$ cat config.mk
export PLATFORM = sky130hd
export DESIGN_NAME = rom_fetch_arbiter
export DESIGN_NICKNAME = d
export VERILOG_FILES = /design/src/rtl/rom_arb_pkg.sv /design/src/rtl/rom_arb_pick.sv /design/src/rtl/rom_fetch_arbiter.sv
export SDC_FILE = /design/constraint.sdc
export NUM_CORES = 1
export LEC_CHECK = 0
export ABC_CLOCK_PERIOD_IN_PS = 6500
export BUFFER_PORTS_ARGS = -buffer_cell sky130_fd_sc_hd__buf_2
export CAP_MARGIN = 20
export CORE_UTILIZATION = 48
export CTS_CLUSTER_SIZE = 12
export DETAILED_ROUTE_END_ITERATION = 8
export PLACE_DENSITY = 0.86
export REMOVE_ABC_BUFFERS = 1
export SLEW_MARGIN = 20
export SYNTH_ARGS = -nofsm -noshare
export SYNTH_HDL_FRONTEND = slang
export SYNTH_SLANG_ARGS = --single-unit
export TNS_END_PERCENT = 50
$ cat constraint.sdc
create_clock -name clk -period 6.5 [get_ports clk]
set_input_delay 1.3 -clock clk [delete_from_list [all_inputs] [get_ports clk]]
set_output_delay 1.3 -clock clk [all_outputs]
set_load 0.01 [all_outputs]
$ cat src/rtl/rom_arb_pkg.sv
// Shared types and default widths for the ROM fetch arbiter.
// Optional build macro: ROM_ARB_FIXED_PRIO_EN (fixed-priority arbitration).
package rom_arb_pkg;

  typedef enum logic {
    ST_IDLE  = 1'b0,
    ST_BURST = 1'b1
  } arb_state_e;

  localparam int DEF_NUM_REQ    = 4;
  localparam int DEF_ADDR_WIDTH = 16;
  localparam int DEF_DATA_WIDTH = 16;
  localparam int DEF_LEN_WIDTH  = 8;

  function automatic int id_width(input int n);
    return (n > 1) ? $clog2(n) : 1;
  endfunction

endpackage

$ cat src/rtl/rom_arb_pick.sv
// Winner selection: combinational pick plus round-robin pointer register.
// ROM_ARB_FIXED_PRIO_EN selects lowest-index-wins and drops the pointer.
module rom_arb_pick
  import rom_arb_pkg::*;
#(
  parameter int NUM_REQ = DEF_NUM_REQ,
  parameter int ID_W    = id_width(NUM_REQ)
) (
  input  logic               clk,
  input  logic               rst_n,
  input  logic [NUM_REQ-1:0] i_req,
  input  logic               i_take,
  output logic [ID_W-1:0]    o_win,
  output logic               o_any
);

`ifdef ROM_ARB_FIXED_PRIO_EN
  logic w_unused;
  assign w_unused = &{1'b0, clk, rst_n, i_take};

  always_comb begin
    o_win = '0;
    o_any = 1'b0;
    for (int k = NUM_REQ - 1; k >= 0; k--) begin
      if (i_req[k]) begin
        o_win = ID_W'(k);
        o_any = 1'b1;
      end
    end
  end
`else
  logic [ID_W-1:0] r_ptr;
  int              w_idx;

  // Scan from the pointer downward-last so the closest index to r_ptr wins.
  always_comb begin
    o_win = '0;
    o_any = 1'b0;
    w_idx = 0;
    for (int k = NUM_REQ - 1; k >= 0; k--) begin
      w_idx = int'(r_ptr) + k;
      if (w_idx >= NUM_REQ) w_idx = w_idx - NUM_REQ;
      if (i_req[w_idx[ID_W-1:0]]) begin
        o_win = ID_W'(w_idx);
        o_any = 1'b1;
      end
    end
  end

  always_ff @(posedge clk or negedge rst_n) begin
    if (!rst_n) begin
      r_ptr <= '0;
    end else if (i_take && o_any) begin
      r_ptr <= (o_win == ID_W'(NUM_REQ - 1)) ? '0 : o_win + 1'b1;
    end
  end
`endif

endmodule

$ cat src/rtl/rom_fetch_arbiter.sv
// Shares one synchronous-read weight ROM among NUM_REQ burst requesters.
// Optional build macro: ROM_ARB_FIXED_PRIO_EN (see rom_arb_pick).
//
// state    | meaning
// ST_IDLE  | no address issued; arbitrate among req, register grant
// ST_BURST | one address issued per cycle (first one included) until count hits 0
module rom_fetch_arbiter
  import rom_arb_pkg::*;
#(
  parameter int NUM_REQ    = DEF_NUM_REQ,
  parameter int ADDR_WIDTH = DEF_ADDR_WIDTH,
  parameter int DATA_WIDTH = DEF_DATA_WIDTH,
  parameter int LEN_WIDTH  = DEF_LEN_WIDTH
) (
  input  logic                          clk,
  input  logic                          rst_n,
  input  logic [NUM_REQ-1:0]            req,
  input  logic [NUM_REQ*ADDR_WIDTH-1:0] req_addr,
  input  logic [NUM_REQ*LEN_WIDTH-1:0]  req_len,
  output logic [NUM_REQ-1:0]            gnt,
  output logic [ADDR_WIDTH-1:0]         rom_a,
  input  logic [DATA_WIDTH-1:0]         rom_q,
  output logic                          rd_valid,
  output logic [DATA_WIDTH-1:0]         rd_data,
  output logic [id_width(NUM_REQ)-1:0]  rd_id,
  output logic                          rd_last,
  output logic                          busy
);

  localparam int ID_W = id_width(NUM_REQ);

  arb_state_e            r_state;
  arb_state_e            w_state_nxt;
  logic [ID_W-1:0]       w_win;
  logic [ID_W-1:0]       r_owner;
  logic [ID_W-1:0]       r_rd_id;
  logic                  w_any;
  logic                  w_grant;
  logic [ADDR_WIDTH-1:0] r_rom_a;
  logic [ADDR_WIDTH-1:0] w_win_addr;
  logic [LEN_WIDTH-1:0]  r_count;
  logic [LEN_WIDTH-1:0]  w_win_len;
  logic [NUM_REQ-1:0]    r_gnt;
  logic                  r_rd_valid;
  logic                  r_rd_last;

  rom_arb_pick #(
    .NUM_REQ (NUM_REQ),
    .ID_W    (ID_W)
  ) u_pick (
    .clk    (clk),
    .rst_n  (rst_n),
    .i_req  (req),
    .i_take (w_grant),
    .o_win  (w_win),
    .o_any  (w_any)
  );

  assign w_grant = (r_state == ST_IDLE) && w_any;

  always_comb begin
    w_win_addr = '0;
    w_win_len  = '0;
    for (int i = 0; i < NUM_REQ; i++) begin
      if (w_win == ID_W'(i)) begin
        w_win_addr = req_addr[i*ADDR_WIDTH +: ADDR_WIDTH];
        w_win_len  = req_len[i*LEN_WIDTH +: LEN_WIDTH];
      end
    end
  end

  always_ff @(posedge clk or negedge rst_n) begin
    if (!rst_n) r_state <= ST_IDLE;
    else        r_state <= w_state_nxt;
  end

  always_comb begin
    w_state_nxt = r_state;
    case (r_state)
      ST_IDLE:  if (w_any) w_state_nxt = ST_BURST;
      ST_BURST: if (r_count == '0) w_state_nxt = ST_IDLE;
      default:  w_state_nxt = ST_IDLE;
    endcase
  end

  always_ff @(posedge clk or negedge rst_n) begin
    if (!rst_n) begin
      r_gnt      <= '0;
      r_rom_a    <= '0;
      r_count    <= '0;
      r_owner    <= '0;
      r_rd_valid <= 1'b0;
      r_rd_id    <= '0;
      r_rd_last  <= 1'b0;
    end else begin
      r_gnt      <= '0;
      r_rd_valid <= (r_state == ST_BURST);
      r_rd_last  <= (r_state == ST_BURST) && (r_count == '0);
      if (r_state == ST_BURST) r_rd_id <= r_owner;
      if (w_grant) begin
        r_gnt   <= NUM_REQ'(1) << w_win;
        r_rom_a <= w_win_addr;
        r_count <= w_win_len;
        r_owner <= w_win;
      end else if ((r_state == ST_BURST) && (r_count != '0)) begin
        r_rom_a <= r_rom_a + 1'b1;
        r_count <= r_count - 1'b1;
      end
    end
  end

  // rom_q already carries the previous cycle's address, so it passes straight through.
  assign gnt      = r_gnt;
  assign rom_a    = r_rom_a;
  assign rd_valid = r_rd_valid;
  assign rd_data  = r_rd_valid ? rom_q : '0;
  assign rd_id    = r_rd_id;
  assign rd_last  = r_rd_last;
  assign busy     = (r_state == ST_BURST) | r_rd_valid;

endmodule

==> impl_results.md <==
- Highest cell delay on the worst timing path: 0.68 ns
- Final count of hold timing violations: 0
- GR Overflow Total: 0
- Cell Count, Final, Fillers Out: 559
- Share of power burned in registers: 33.5%
- Cell breakdown of the critical path: buf_2 -> and3_1 -> a211oi_1 -> ha_2 -> nor2b_4 -> a221oi_1 -> o311ai_0 -> a32o_1
- Die X: 77.99 um
- Vias in the first global route: 2978
- Hold_sp: r_owner[0]
- Ratio of cells with drive above 1 in the final layout: 37.99%
- Switching fraction of total power: 42.34%
- GR Util met2: 49.20%
- Final layout net count: 611
- Commonest cells after routing, fill and taps aside: sky130_fd_sc_hd__buf_2 (158), sky130_fd_sc_hd__nand2_1 (44), sky130_fd_sc_hd__a21oi_1 (38)
- Largest delay contributor family on the critical path: compound AO/OA/AOI/OAI gates
- Slew of the pin with the lowest slew margin: 1.097 ns
- Count of flip-flops with a built-in enable after synthesis: 0
- Setup-violating endpoint count in the final report: 0
- FF-to-FF Start: u_pick.r_ptr[1]
- MaxCap Viol Count: 0
- Clock Tree Root: sky130_fd_sc_hd__clkbuf_8
- WL per Instance: 15.53 um
- Element type at the critical path start: input port
- Most congested layer reported by global routing: met2
- Highest attainable clock frequency: 0.2704 GHz
- Placed Instance Area: around 3500 sq um
- Final worst path period need: around 3.7 ns
- DRC errors left: 0
- Global routing usage summed across all routing layers: 28.26%
- Post-Place Cells: 551
- Post-CTS Setup Bufs: 0
- Top fanout value on the critical path: 26
- 1st-pass router iterations: 6
- I/O pin cnt: 159
- Classification of the worst setup path: in2reg
- Synthesis-stage register bit count: 37
- Number of warning messages in the yosys log: 0
- Global-route met3 utilization: 4.471%
- Relative slew slack: 26.76%
- Req. time, crit path: roughly 6.7 ns
- Maximum buffer depth of the clock tree: 2
- Worst slack on hold paths: 0.4920 ns
- PwrDens: 347.7 nW/um^2
- Syn-to-layout area delta: 33.14%
- Number of max-slew violations in the final report: 0
- Clock sinks: 37
- Resized Gates After CTS: 0
- Fraction of power consumed by the clock network: 19.2%
- Sw power: 0.5433 mW
- Result of the run: complete, no violations
- Largest net degree at the start of global routing: 46
- DRC marker count from the first detailed-route iteration: 350
- Buf+Inv Stages, Crit Path: 1
- Antenna violations before repair: 0
- Setup TNS after final layout: 0 ns
- Post-route clock period utilization: about 57%
- Die ar.: ~6000 sq um
- First-pass GRT wire length: 13790 um
- Detailed-route vias per instance: 5.966
- Met1 usage in global routing: 35.08%
- Pint: 0.7397 mW
- Row count: 27
- Hold bufs inserted after CTS: 0
- Post-synth top flop: sky130_fd_sc_hd__dfrtp_1
- Lkg Pwr: 1.748 nW
- Starting density of the core: 50.02%
- Worst-path cell with the longest stage delay: sky130_fd_sc_hd__ha_2
- Placeable core region: 5540 sq um
- Worst hold path type: reg2reg
- Post-Syn Area: 2771 sq um
- Power share of the combinational group: 47.3%
- Die boundary height: 77.99 um
- Leading cell type in the layout, fill and taps excluded: sky130_fd_sc_hd__buf_2
- Sequential-to-total area share from yosys stat: 33.41%
- ANT nets after route: 0
- Vias: 3335
- RD Place Congestion: 0.9005
- Synth cell types: between 40 and 50
- Post-CTS clock slew at the launch and capture registers of the worst setup and hold paths: 0.08 ns
- Clock insertion delay at the later pin of the skew report: 0.29 ns
- Setup skew after layout: 0.004268 ns
- RSZ-0062 raised after global routing: no
- # H-tree levels: 2
- Final wirelength: slightly below 9000 um
- Total of buffers placed on input and output ports: 158
- IR Drop Worst-Case VDD: 0.1798 mV
- Post-synthesis average cell area: 7.964 sq um
- Number of buffers inserted during clock tree synthesis: 5
- Final standard cell area without fillers: about 3700 sq um
- Worst Setup End Kind: register
- Antenna diodes: 0
- TritonCTS clock tree: yes
- Dpl hpwl: 5964 um
- Number of cells produced by synthesis: approximately 350
- Launch point of the worst path: req[2]
- Arrival time of the worst setup path: 3.88 ns
- Ys async rst share: between 90% and 100%
[layer usage]
metal	wire length, um	part of all wire (%)
met5	0	0
met4	165	1.9
met3	678	7.8
met2	4430	51
met1	3405	39
[power by group through the flow]
stage | clock network (mW) | registers (mW) | logic, mW
CTS | 0.250 | 0.426 | 0.600
detailed placement | 0 | 0.428 | 0.597
global placement | 0 | 0.425 | 0.571
floorplan | 0 | 0.436 | 0.368
global route | 0.257 | 0.447 | 0.680
finish | 0.246 | 0.430 | 0.607
[registers in the layout, indices dropped and copies added, names as in the netlist]
signal / flops
rd_id: 2
u_pick.r_ptr: 2
rd_valid: 1
rom_a: 16
r_count: 8
gnt: 4
rd_last: 1
r_owner: 2
r_state: 1
[metrics by stage]
step / util [%] / power, mW / worst slack, ns
after floorplan: - / 0.8036 / 2.693
after global placement: 63.98 / 0.9965 / 2.250
after detailed placement: 63.98 / 1.025 / 2.103
after CTS: 66.46 / 1.276 / 2.351
after global routing: 66.60 / 1.384 / 2.618
final: 66.60 / 1.283 / 2.801
[worst reg2reg max path, delay by kind of cell (launching register included)]
family / cells / cell delay (ns)
and+or+nand+nor: 2 / 0.40
DFF: 1 / 0.45
AOI/OAI and AO/OA: 5 / 1.41
adders and majority gates: 1 / 0.68
[kinds of logic after synthesis]
family,Yosys count,share of synthesized area (%)
mux,3,1.174
simple gates,133,25.37
compound gates,128,30.79
fa+ha+maj,7,3.160
flops,37,33.41
buf+inv,40,6.095
[worst paths after layout]
kind	to	slack, ns	cells past startpoint
max	r_count[3]	2.80	8
min	r_owner[0]	0.49	2
max reg2reg	r_count[3]	3.44	8
min reg2reg	r_owner[0]	0.49	2
max in group asynchronous	rom_a[7]	4.87	1
min in group asynchronous	gnt[3]	1.10	1
[layout make-up]
type	count	area, sq um
fillers	510	1851
clock buffers	5	68.82
clock inverters	3	68.82
well taps	72	90.09
flip-flops and latches	37	925.9
repair buffers	160	805.8
multi-input cells	271	1689
inverters	11	41.29
[synth_stat cells (2+ instances only)]
master                      n  share of area [%]
sky130_fd_sc_hd__a21oi_1   38                6.9
sky130_fd_sc_hd__nor3_1     4               0.72
sky130_fd_sc_hd__o22ai_1    8                1.8
sky130_fd_sc_hd__nand4_1    4               0.90
sky130_fd_sc_hd__dfrtp_1   37                 33
sky130_fd_sc_hd__a221oi_1  20                6.3
sky130_fd_sc_hd__o311ai_0  17                5.4
sky130_fd_sc_hd__nand2b_1   5                1.1
sky130_fd_sc_hd__and2_1    19                4.3
sky130_fd_sc_hd__inv_1     10                1.4
sky130_fd_sc_hd__nand2_1   44                6.0
sky130_fd_sc_hd__a211oi_1   3               0.81
sky130_fd_sc_hd__buf_2      6                1.1
sky130_fd_sc_hd__o21ai_1    3               0.54
sky130_fd_sc_hd__buf_4      3               0.81
sky130_fd_sc_hd__nor4_1     2               0.45
sky130_fd_sc_hd__nor2b_1   22                5.0
sky130_fd_sc_hd__nand3_1    9                1.6
sky130_fd_sc_hd__o31ai_1    3               0.81
sky130_fd_sc_hd__or2_2      6                1.4
sky130_fd_sc_hd__o21ai_0   22                4.0
sky130_fd_sc_hd__or4_4      2               0.81
sky130_fd_sc_hd__a22oi_1    4                1.1
sky130_fd_sc_hd__clkbuf_1  19                2.6
sky130_fd_sc_hd__ha_1       7                3.2
sky130_fd_sc_hd__nor2_1    11                1.5
sky130_fd_sc_hd__mux2_2     2               0.81
Note: power is estimated with default switching activity, not from simulation.
